`config.mk`:
```
export PLATFORM = sky130hd
export DESIGN_NAME = pipe_hazard_ctrl
export DESIGN_NICKNAME = d
export VERILOG_FILES = /design/src/rtl/pipe_hazard_ctrl_pkg.sv /design/src/rtl/pipe_hazard_ctrl_fwd_select.sv /design/src/rtl/pipe_hazard_ctrl.sv
export SDC_FILE = /design/constraint.sdc
export NUM_CORES = 1
export LEC_CHECK = 0
export ABC_AREA = 1
export CORE_AREA = 4 4 58 81
export CTS_BUF_LIST = sky130_fd_sc_hd__clkbuf_8
export DETAILED_ROUTE_END_ITERATION = 8
export DIE_AREA = 0 0 62 85
export GPL_ROUTABILITY_DRIVEN = 0
export PLACE_DENSITY = 0.85
export SKIP_LAST_GASP = 1
export SYNTH_ARGS = -nofsm -noshare
export SYNTH_HDL_FRONTEND = slang
export SYNTH_HIERARCHICAL = 1
export SYNTH_SLANG_ARGS = --single-unit
```
`constraint.sdc`:
```
create_clock -name clk -period 2.1 [get_ports clk]
set_clock_uncertainty 0.15 [all_clocks]
set_input_delay 0.315 -clock clk [delete_from_list [all_inputs] [get_ports clk]]
set_output_delay 0.315 -clock clk [all_outputs]
set_load 0.03 [all_outputs]
```
`src/rtl/pipe_hazard_ctrl_pkg.sv`:
```
`default_nettype none
// ============================================================================
// pipe_pkg : shared FSM state type and forward-select codes for the hazard unit
// Rev 1.0
// ============================================================================
package pipe_pkg;

  typedef enum logic [0:0] {
    RUN      = 1'b0,
    MEM_WAIT = 1'b1
  } pipeState_t;

  localparam int FWD_REG   = 0;
  localparam int FWD_EXMEM = 1;
  localparam int FWD_MEMWB = 2;

endpackage
`default_nettype wire

```
`src/rtl/pipe_hazard_ctrl_fwd_select.sv`:
```
`default_nettype none
// ============================================================================
// fwd_select : picks the youngest writing stage whose destination matches src
// Rev 1.0
// ============================================================================
module fwd_select
  import pipe_pkg::*;
#(
  parameter int REG_ADDR_W = 5,
  parameter int FWD_STAGES = 2,
  parameter int FSEL_W     = $clog2(FWD_STAGES + 1)
) (
  input  logic [REG_ADDR_W-1:0]            srcReg,
  input  logic [FWD_STAGES*REG_ADDR_W-1:0] fwdRd,
  input  logic [FWD_STAGES-1:0]            fwdWe,
  output logic [FSEL_W-1:0]                sel
);

  logic [FWD_STAGES-1:0] w_match;

  genvar gK;
  generate
    for (gK = 0; gK < FWD_STAGES; gK++) begin : g_match
      assign w_match[gK] = fwdWe[gK]
                         && (fwdRd[gK*REG_ADDR_W +: REG_ADDR_W] != '0)
                         && (fwdRd[gK*REG_ADDR_W +: REG_ADDR_W] == srcReg);
    end
  endgenerate

  // Walk from the oldest stage down so the youngest match wins.
  always_comb begin
    sel = FSEL_W'(FWD_REG);
    for (int k = FWD_STAGES - 1; k >= 0; k--) begin
      if (w_match[k]) sel = FSEL_W'(k + 1);
    end
  end

endmodule
`default_nettype wire

```
`src/rtl/pipe_hazard_ctrl.sv`:
```
`default_nettype none
// ============================================================================
// pipe_hazard_ctrl : stall / flush / forward control for the integer pipeline
// Optional stall performance counter enabled by macro PIPE_PERF_CNT_EN.
// Rev 1.0
// ============================================================================
module pipe_hazard_ctrl
  import pipe_pkg::*;
#(
  parameter int REG_ADDR_W  = 5,
  parameter int FWD_STAGES  = 2,
  parameter int MEM_TIMEOUT = 255,
  localparam int FSEL_W     = $clog2(FWD_STAGES + 1)
) (
  input  logic                             clk,
  input  logic                             rst,
  input  logic [REG_ADDR_W-1:0]            id_rs,
  input  logic [REG_ADDR_W-1:0]            id_rt,
  input  logic                             id_uses_rs,
  input  logic                             id_uses_rt,
  input  logic                             id_jump,
  input  logic                             id_branch,
  input  logic                             id_taken,
  input  logic [REG_ADDR_W-1:0]            ex_rs,
  input  logic [REG_ADDR_W-1:0]            ex_rt,
  input  logic [REG_ADDR_W-1:0]            ex_rd,
  input  logic                             ex_reg_write,
  input  logic                             ex_mem_read,
  input  logic [FWD_STAGES*REG_ADDR_W-1:0] fwd_rd,
  input  logic [FWD_STAGES-1:0]            fwd_we,
  input  logic                             dmem_req,
  input  logic                             dmem_ready,
  output logic                             pc_ld,
  output logic                             if_id_write,
  output logic                             if_id_flush,
  output logic                             id_ex_bubble,
  output logic                             pipe_en,
  output logic [FSEL_W-1:0]                fwd_a,
  output logic [FSEL_W-1:0]                fwd_b,
  output logic                             mem_timeout,
  output logic [31:0]                      stall_cnt
);

  localparam int WAIT_W = (MEM_TIMEOUT < 1) ? 1 : $clog2(MEM_TIMEOUT + 1);

  pipeState_t        r_state;
  logic [WAIT_W-1:0] r_waitCnt;
  logic              r_memTimeout;

  logic              w_frozen;
  logic              w_loadUse;
  logic              w_branchHaz;
  logic              w_redirect;
  logic [WAIT_W-1:0] w_waitNext;

  assign w_frozen    = dmem_req && !dmem_ready;
  assign w_loadUse   = ex_mem_read && (ex_rd != '0)
                     && ((id_uses_rs && (id_rs == ex_rd)) || (id_uses_rt && (id_rt == ex_rd)));
  assign w_branchHaz = id_branch && ex_reg_write && (ex_rd != '0)
                     && ((ex_rd == id_rs) || (ex_rd == id_rt));
  assign w_redirect  = id_jump || (id_branch && id_taken);
  assign w_waitNext  = (r_waitCnt == '1) ? r_waitCnt : r_waitCnt + WAIT_W'(1);

  // Freeze outranks hazards, hazards outrank redirects.
  always_comb begin
    pc_ld        = 1'b1;
    if_id_write  = 1'b1;
    if_id_flush  = 1'b0;
    id_ex_bubble = 1'b0;
    pipe_en      = 1'b1;
    if (w_frozen) begin
      pc_ld       = 1'b0;
      if_id_write = 1'b0;
      pipe_en     = 1'b0;
    end else if (w_loadUse || w_branchHaz) begin
      pc_ld        = 1'b0;
      if_id_write  = 1'b0;
      id_ex_bubble = 1'b1;
    end else if (w_redirect) begin
      if_id_flush = 1'b1;
    end
  end

  always_ff @(posedge clk) begin
    if (!rst) begin
      r_state      <= RUN;
      r_waitCnt    <= '0;
      r_memTimeout <= 1'b0;
    end else begin
      case (r_state)
        RUN: begin
          if (w_frozen) begin
            r_state   <= MEM_WAIT;
            r_waitCnt <= '0;
          end
        end
        MEM_WAIT: begin
          r_waitCnt <= w_waitNext;
          if (32'(w_waitNext) >= 32'(MEM_TIMEOUT)) r_memTimeout <= 1'b1;
          if (dmem_ready) r_state <= RUN;
        end
        default: r_state <= RUN;
      endcase
    end
  end

  assign mem_timeout = r_memTimeout;

`ifdef PIPE_PERF_CNT_EN
  logic [31:0] r_stallCnt;

  always_ff @(posedge clk) begin
    if (!rst) begin
      r_stallCnt <= '0;
    end else if (!pc_ld && (r_stallCnt != 32'hFFFF_FFFF)) begin
      r_stallCnt <= r_stallCnt + 32'd1;
    end
  end

  assign stall_cnt = r_stallCnt;
`else
  assign stall_cnt = '0;
`endif

  fwd_select #(
    .REG_ADDR_W (REG_ADDR_W),
    .FWD_STAGES (FWD_STAGES),
    .FSEL_W     (FSEL_W)
  ) u_fwdA (
    .srcReg (ex_rs),
    .fwdRd  (fwd_rd),
    .fwdWe  (fwd_we),
    .sel    (fwd_a)
  );

  fwd_select #(
    .REG_ADDR_W (REG_ADDR_W),
    .FWD_STAGES (FWD_STAGES),
    .FSEL_W     (FSEL_W)
  ) u_fwdB (
    .srcReg (ex_rt),
    .fwdRd  (fwd_rd),
    .fwdWe  (fwd_we),
    .sel    (fwd_b)
  );

endmodule
`default_nettype wire

```
# --- After elaboration in Yosys (flattened, before gate mapping) ---
# Cells that the tools add are included.
totals:
  word_cells: 58
  mem_count: 0
  latch_bits: 0
  ff_bits: 10
  ram_bits: 0
  romBits: 0
  out_inout_bits: 42
op_classes:
  addsub: 1
  mux: 18
  n_lt_le_gt_ge: 1
  bitwise_logic: 1
  shifts: 0
  n_mul: 0
  eq_ne: 10
  div: 0
  n_reduce_logical: 24
ops:
  columns: ["cell", "n"]
  rows:
  - ["equality test 5 bit", 8]
  - ["2-to-1 mux 8 bit", 2]
  - ["one-hot mux 8 bit (2 select lines)", 1]
  - ["logical AND 1 bit", 15]
  - ["nonzero test 5 bit", 3]
  - ["2-to-1 mux 1 bit", 10]
  - ["adder 8 x 1 -> 8 bit, second input constant", 1]
  - ["equality test 8 bit, second input constant", 1]
  - ["greater-or-equal comparator 8 bit, second input constant", 1]
  - ["2-to-1 mux 2 bit", 4]
  - ["logical OR 1 bit", 4]
  - ["!= test 2 bit, second input constant", 1]
  - ["one-hot mux 1 bit (2 select lines)", 1]
  - ["AND reduction 2 bit", 1]
  - ["logical NOT 1 bit", 1]
  - ["inverter 1 bit", 1]

# --- Logic depth before layout (Yosys ltp) ---
depth:
  depth_word: 7
  depth_mapped: 10
  ltp_nobuf: 10

# --- Modules after synthesis ---
# Netlist, hierarchy kept.
by_module_without_submodules:
  columns: ["mod", "area_per_inst_um2", "n_inst", "seq_area_each_um2", "cells_each"]
  rows:
  - ["pipe_hazard_ctrl", 1058.5, 1, 200.2, 166]
  - ["fwd_select", 214.0, 2, 0.0, 50]

# --- Worst setup path before layout ---
# Ideal clock, no wire load.
synth_path:
  path_type: "input port to output port"
  from: "input id_rt[4]"
  to: "output pc_ld"
  path_buffers: 1
  slack_ns: 0.463
  cell_stages: 8
  arrival_ns: 1.172
  required_ns: 1.635
  cell_sequence: "xor2_1 nor2_1 nand4_1 nand2_1 nand2_1 nand2_1 inv_1 buf_4"
synth_between:
  elab_chain_cells: 7
  word_cells_on_any_way: 10
  cone_classes: "eq/ne: 2; mux: 2; reduce/logical: 6"
synth_lines:
  columns: ["element", "line_no", "source"]
  rows:
  - ["start, declared", "pipe_hazard_ctrl.sv:18", "input logic [REG_ADDR_W-1:0] id_rt,"]
  - ["equality test 5 bit", "pipe_hazard_ctrl.sv:58, pipe_hazard_ctrl.sv:60", null]
  - ["logical AND 1 bit", "pipe_hazard_ctrl.sv:58", "&& ((id_uses_rs && (id_rs == ex_rd)) || (id_uses_rt && (id_rt == ex_rd)));"]
  - ["logical OR 1 bit", "pipe_hazard_ctrl.sv:58", null]
  - ["logical AND 1 bit", "pipe_hazard_ctrl.sv:58", null]
  - ["logical OR 1 bit *", "pipe_hazard_ctrl.sv:75", "end else if (w_loadUse || w_branchHaz) begin"]
  - ["2-to-1 mux 1 bit * (2 in a row)", null, null]
  - ["end, declared", "pipe_hazard_ctrl.sv:33", "output logic pc_ld,"]
# Every way passes the cells marked *; elsewhere a longest branch is shown, timed or not.

# --- Worst setup path after layout ---
layout_path:
  from: "input id_rt[1]"
  to: "output if_id_flush"
layout_between:
  elab_chain_cells: 7
  word_cells_on_any_way: 10
  cone_classes: "eq/ne: 2; mux: 2; reduce/logical: 6"
layout_lines:
  columns: ["element", "line_no", "source"]
  rows:
  - ["equality test 5 bit", "pipe_hazard_ctrl.sv:58, pipe_hazard_ctrl.sv:60", null]
  - ["logical AND 1 bit", "pipe_hazard_ctrl.sv:58", null]
  - ["logical OR 1 bit", "pipe_hazard_ctrl.sv:58", null]
  - ["logical AND 1 bit", "pipe_hazard_ctrl.sv:58", null]
  - ["logical OR 1 bit *", "pipe_hazard_ctrl.sv:75", null]
  - ["2-to-1 mux 1 bit *", "pipe_hazard_ctrl.sv:75", null]
  - ["2-to-1 mux 1 bit *", "pipe_hazard_ctrl.sv:71", "if (w_frozen) begin"]
  - ["end, declared", "pipe_hazard_ctrl.sv:35", "output logic if_id_flush,"]
# Marked as above.

==> flow_metrics.py <==
metrics = {
    "yosys": {
        "top_cells_by_area_in_the_synthesized_netlist": "sky130_fd_sc_hd__nand2_1 (21%), sky130_fd_sc_hd__buf_4 (17%), sky130_fd_sc_hd__dfxtp_1 (13%)",
        "synth_top_area_share": 0.212,
        "ys.flop_type": "sky130_fd_sc_hd__dfxtp_1",
        "yosys.area.top_type": "sky130_fd_sc_hd__nand2_1",
        "synth_enable_flop_cells": 0,
        "synth.cells.most_frequent": "sky130_fd_sc_hd__nand2_1 (84), sky130_fd_sc_hd__buf_4 (34), sky130_fd_sc_hd__inv_1 (32)",
        "post-synth-top-count-cell": "sky130_fd_sc_hd__nand2_1",
        "post_synth_inst_count": 266,
        "ys_ff_latch": 10,
        "yosysWarnings": 6,
        "synth.lib_cells_used.distinct": 24,
        "mappedNetlistArea_um2": 1490,
        "syn_area_per_cell_um2": 5.59,
        "seq_total_area_yosys": 0.135,
        "synthArstFlopShare": 0,
    },
    "final_layout": {
        "drive_above_1_share": 0.107,
        "post-route-util": 0.518,
        "final_cell_area_um2": 2050,
        "area_growth_pct": 37.6,
        "net_count_of_the_finished_layout": 377,
        "antenna_cell_count": 0,
        "fin_cells": 369,
        "fillerInstances": 410,
    },
    "place": {
        "hpwl_mm": 3.28,
        "worst_slack_after_detailed_placement_ns": -0.00106,
        "port_buf_inserts": 57,
        "detailed_place.area_um2": 1970,
        "place.detailed.instances": 366,
    },
    "power_and_ir_drop": {
        "total_switching_power_mw": 0.259,
        "power_switching_share": 0.367,
        "cellInternalPower_mw": 0.446,
        "leakage_nw": 1.09,
        "clkPwrFrac": 0.271,
        "power_density_nw_per_um2": 345,
        "p_total_mw": 0.705,
        "seq_power_share": 0.280,
        "power.combinational.fraction": 0.450,
        "ir_worst_vdd_uv": 370,
    },
    "sta": {
        "timing.setup.tns_ns": 0,
        "maxClockFrequency_mhz": 498,
        "rsz0062_at_grt": "yes",
        "timing.final.max_slew_violations": 0,
        "timing.final.hold_violations": 0,
        "report.final.setup_viol": 0,
        "final_critical_path_share_of_the_clock_period": 0.956,
        "timing.final.ws_setup_ns": 0.0928,
        "worst_hold_slack_ns": 0.315,
        "fin_crit_ns": 2.01,
    },
    "clock_network": {
        "cts-root-to-sink-buffers": 2,
        "cts_tree": "yes",
        "clock_sinks": 10,
        "clkLatencyLatePin_ns": 0.23,
        "cts_root_buffer": "sky130_fd_sc_hd__clkbuf_8",
        "numCtsBuffers": 3,
        "cts_max_level": 1,
        "clk_transition_reported_paths_ns": 0.04,
        "hold_buffers": 0,
    },
    "critical_path": {
        "critPathCaptureType": "output pin",
        "crit_path_cell_trace": "clkdlybuf4s50_1, xor2_1, nor2_1, nand4_1, nand2_1, nand2_1, nand2_1, nor2_1, buf_4",
        "critical_path.startpoint_type": "input port",
        "critical_path_peak_fanout": 2,
        "worst-setup-path-type": "in2out",
        "timing.critical_path.max_delay_family": "buffers and inverters",
        "slowest_stage": "sky130_fd_sc_hd__clkdlybuf4s50_1",
        "worst-endpoint-required_ns": 1.63,
        "timing.critical_path.buf_inv": 2,
        "path_common_cell": "sky130_fd_sc_hd__nand2_1",
        "worst-endpoint-arrival_ns": 1.54,
        "critPathMaxStageDelay_ns": 0.47,
    },
    "global_route": {
        "grt_antenna_before_repair": 0,
        "gr-usage-all-layers": 0.145,
        "grt_pass1_wl_mm": 6.12,
        "grt_pass1_vias": 1541,
        "globalRoute.totalOverflow": 0,
        "grt_start_max_net_pins": 12,
    },
    "worst_hold_path": {
        "min-delay-path-class": "reg2reg",
    },
    "run": {
        "maxCapViolCount": 0,
    },
    "route": {
        "drt_iter0_markers": 86,
        "drc": 0,
        "wl_per_cell_um": 10.3,
        "wl_mm": 3.79,
        "antenna_viol_nets_final": 0,
        "vias": 1602,
        "first_pass_iters": 4,
        "via_per_inst": 4.34,
    },
    "die": {
        "initial_utilization": 0.376,
        "fp.dieArea_um2": 5270,
        "pin_count": 90,
        "chipHeight_um": 85,
        "core_area_um2": 3950,
        "std_cell_rows": 27,
        "die_w_um": 62,
    },
    "outcome": {
        "status": "completed",
    },
}
==> power groups by stage <==
stage / Sequential (mW) / Clock [mW] / Combinational, mW
2_1_floorplan: 0.198 / 0 / 0.228
3_3_place_gp: 0.200 / 0 / 0.313
3_5_place_dp: 0.200 / 0 / 0.317
4_1_cts: 0.197 / 0.197 / 0.317
5_1_grt: 0.197 / 0.205 / 0.347
6_report: 0.197 / 0.191 / 0.317
==> cells by family after synthesis <==
logic type                 share of synthesized area
and+or+nand+nor                                0.424
buffers and inverters                          0.268
AOI/OAI and AO/OA                             0.0800
xor gates and xnor gates                      0.0825
DFF                                            0.135
adders and majority gates                    0.00842
other                                        0.00252
==> layout make-up <==
| class | instances | area (um^2) | share of cell area |
|---|---|---|---|
| inverter | 38 | 143 | 0.0697 |
| multi-input combinational | 215 | 1010 | 0.493 |
| sequential | 10 | 200 | 0.0979 |
| tap | 43 | 53.8 | 0.0263 |
| timing repair buffer | 60 | 599 | 0.293 |
| clock buffer | 3 | 41.3 | 0.0202 |
==> placed cells by master (no fill, tap or decap), types with 6 or more instances in the layout <==
cell type                          n
sky130_fd_sc_hd__nand3_1          17
sky130_fd_sc_hd__a21oi_1          11
sky130_fd_sc_hd__conb_1           32
sky130_fd_sc_hd__nor2_1           27
sky130_fd_sc_hd__o21ai_0           6
sky130_fd_sc_hd__inv_1            32
sky130_fd_sc_hd__dfxtp_1          10
sky130_fd_sc_hd__buf_4            11
sky130_fd_sc_hd__clkdlybuf4s50_1  37
sky130_fd_sc_hd__dlymetal6s2s_1   11
sky130_fd_sc_hd__nand2_1          84
sky130_fd_sc_hd__xor2_1           12
==> flip-flops by register name, summed over array words and instances, names as in the netlist <==
signal,flops
r_waitCnt,8
r_state,1
mem_timeout,1
==> layer usage <==
layer | up-vias | wire (um) | GRT usage
met2 | 61 | 2130 | 0.284
met3 | 9 | 247 | 0.0122
met1 | 668 | 1310 | 0.147
li1 | 864 | - | -
met4 | 0 | 99 | 0.0502
met5 | - | 0 | 0
==> worst reg2reg max path, cell delays in order (launching register included) <==
cell and delay, ns:
sky130_fd_sc_hd__dfxtp_1 0.39, sky130_fd_sc_hd__ha_1 0.25, sky130_fd_sc_hd__nand2_2 0.10, sky130_fd_sc_hd__nor2_4 0.15, sky130_fd_sc_hd__nand2_4 0.09, sky130_fd_sc_hd__nand2_1 0.09
sky130_fd_sc_hd__nand4_1 0.10, sky130_fd_sc_hd__nor2_1 0.11, sky130_fd_sc_hd__nand2_1 0.07, sky130_fd_sc_hd__a21oi_2 0.11
==> worst paths after layout <==
check                                          startpoint                        to  slack (ns)  cells past startpoint
worst max-delay path                             id_rt[1]               if_id_flush        0.09                      9
worst min-delay path             mem_timeout$_SDFFE_PN0P_  mem_timeout$_SDFFE_PN0P_        0.31                      2
worst max register to register  r_waitCnt[1]$_SDFFE_PN0P_  mem_timeout$_SDFFE_PN0P_        0.42                      9
worst min register to register   mem_timeout$_SDFFE_PN0P_  mem_timeout$_SDFFE_PN0P_        0.31                      2
==> timing repair <==
item,in CTS,in global routing
pin swaps,1,1
setup buffers,0,0
gates resized for setup,1,14
setup endpoints to repair,1,9
No activity file was read; power rests on OpenSTA's default activity.
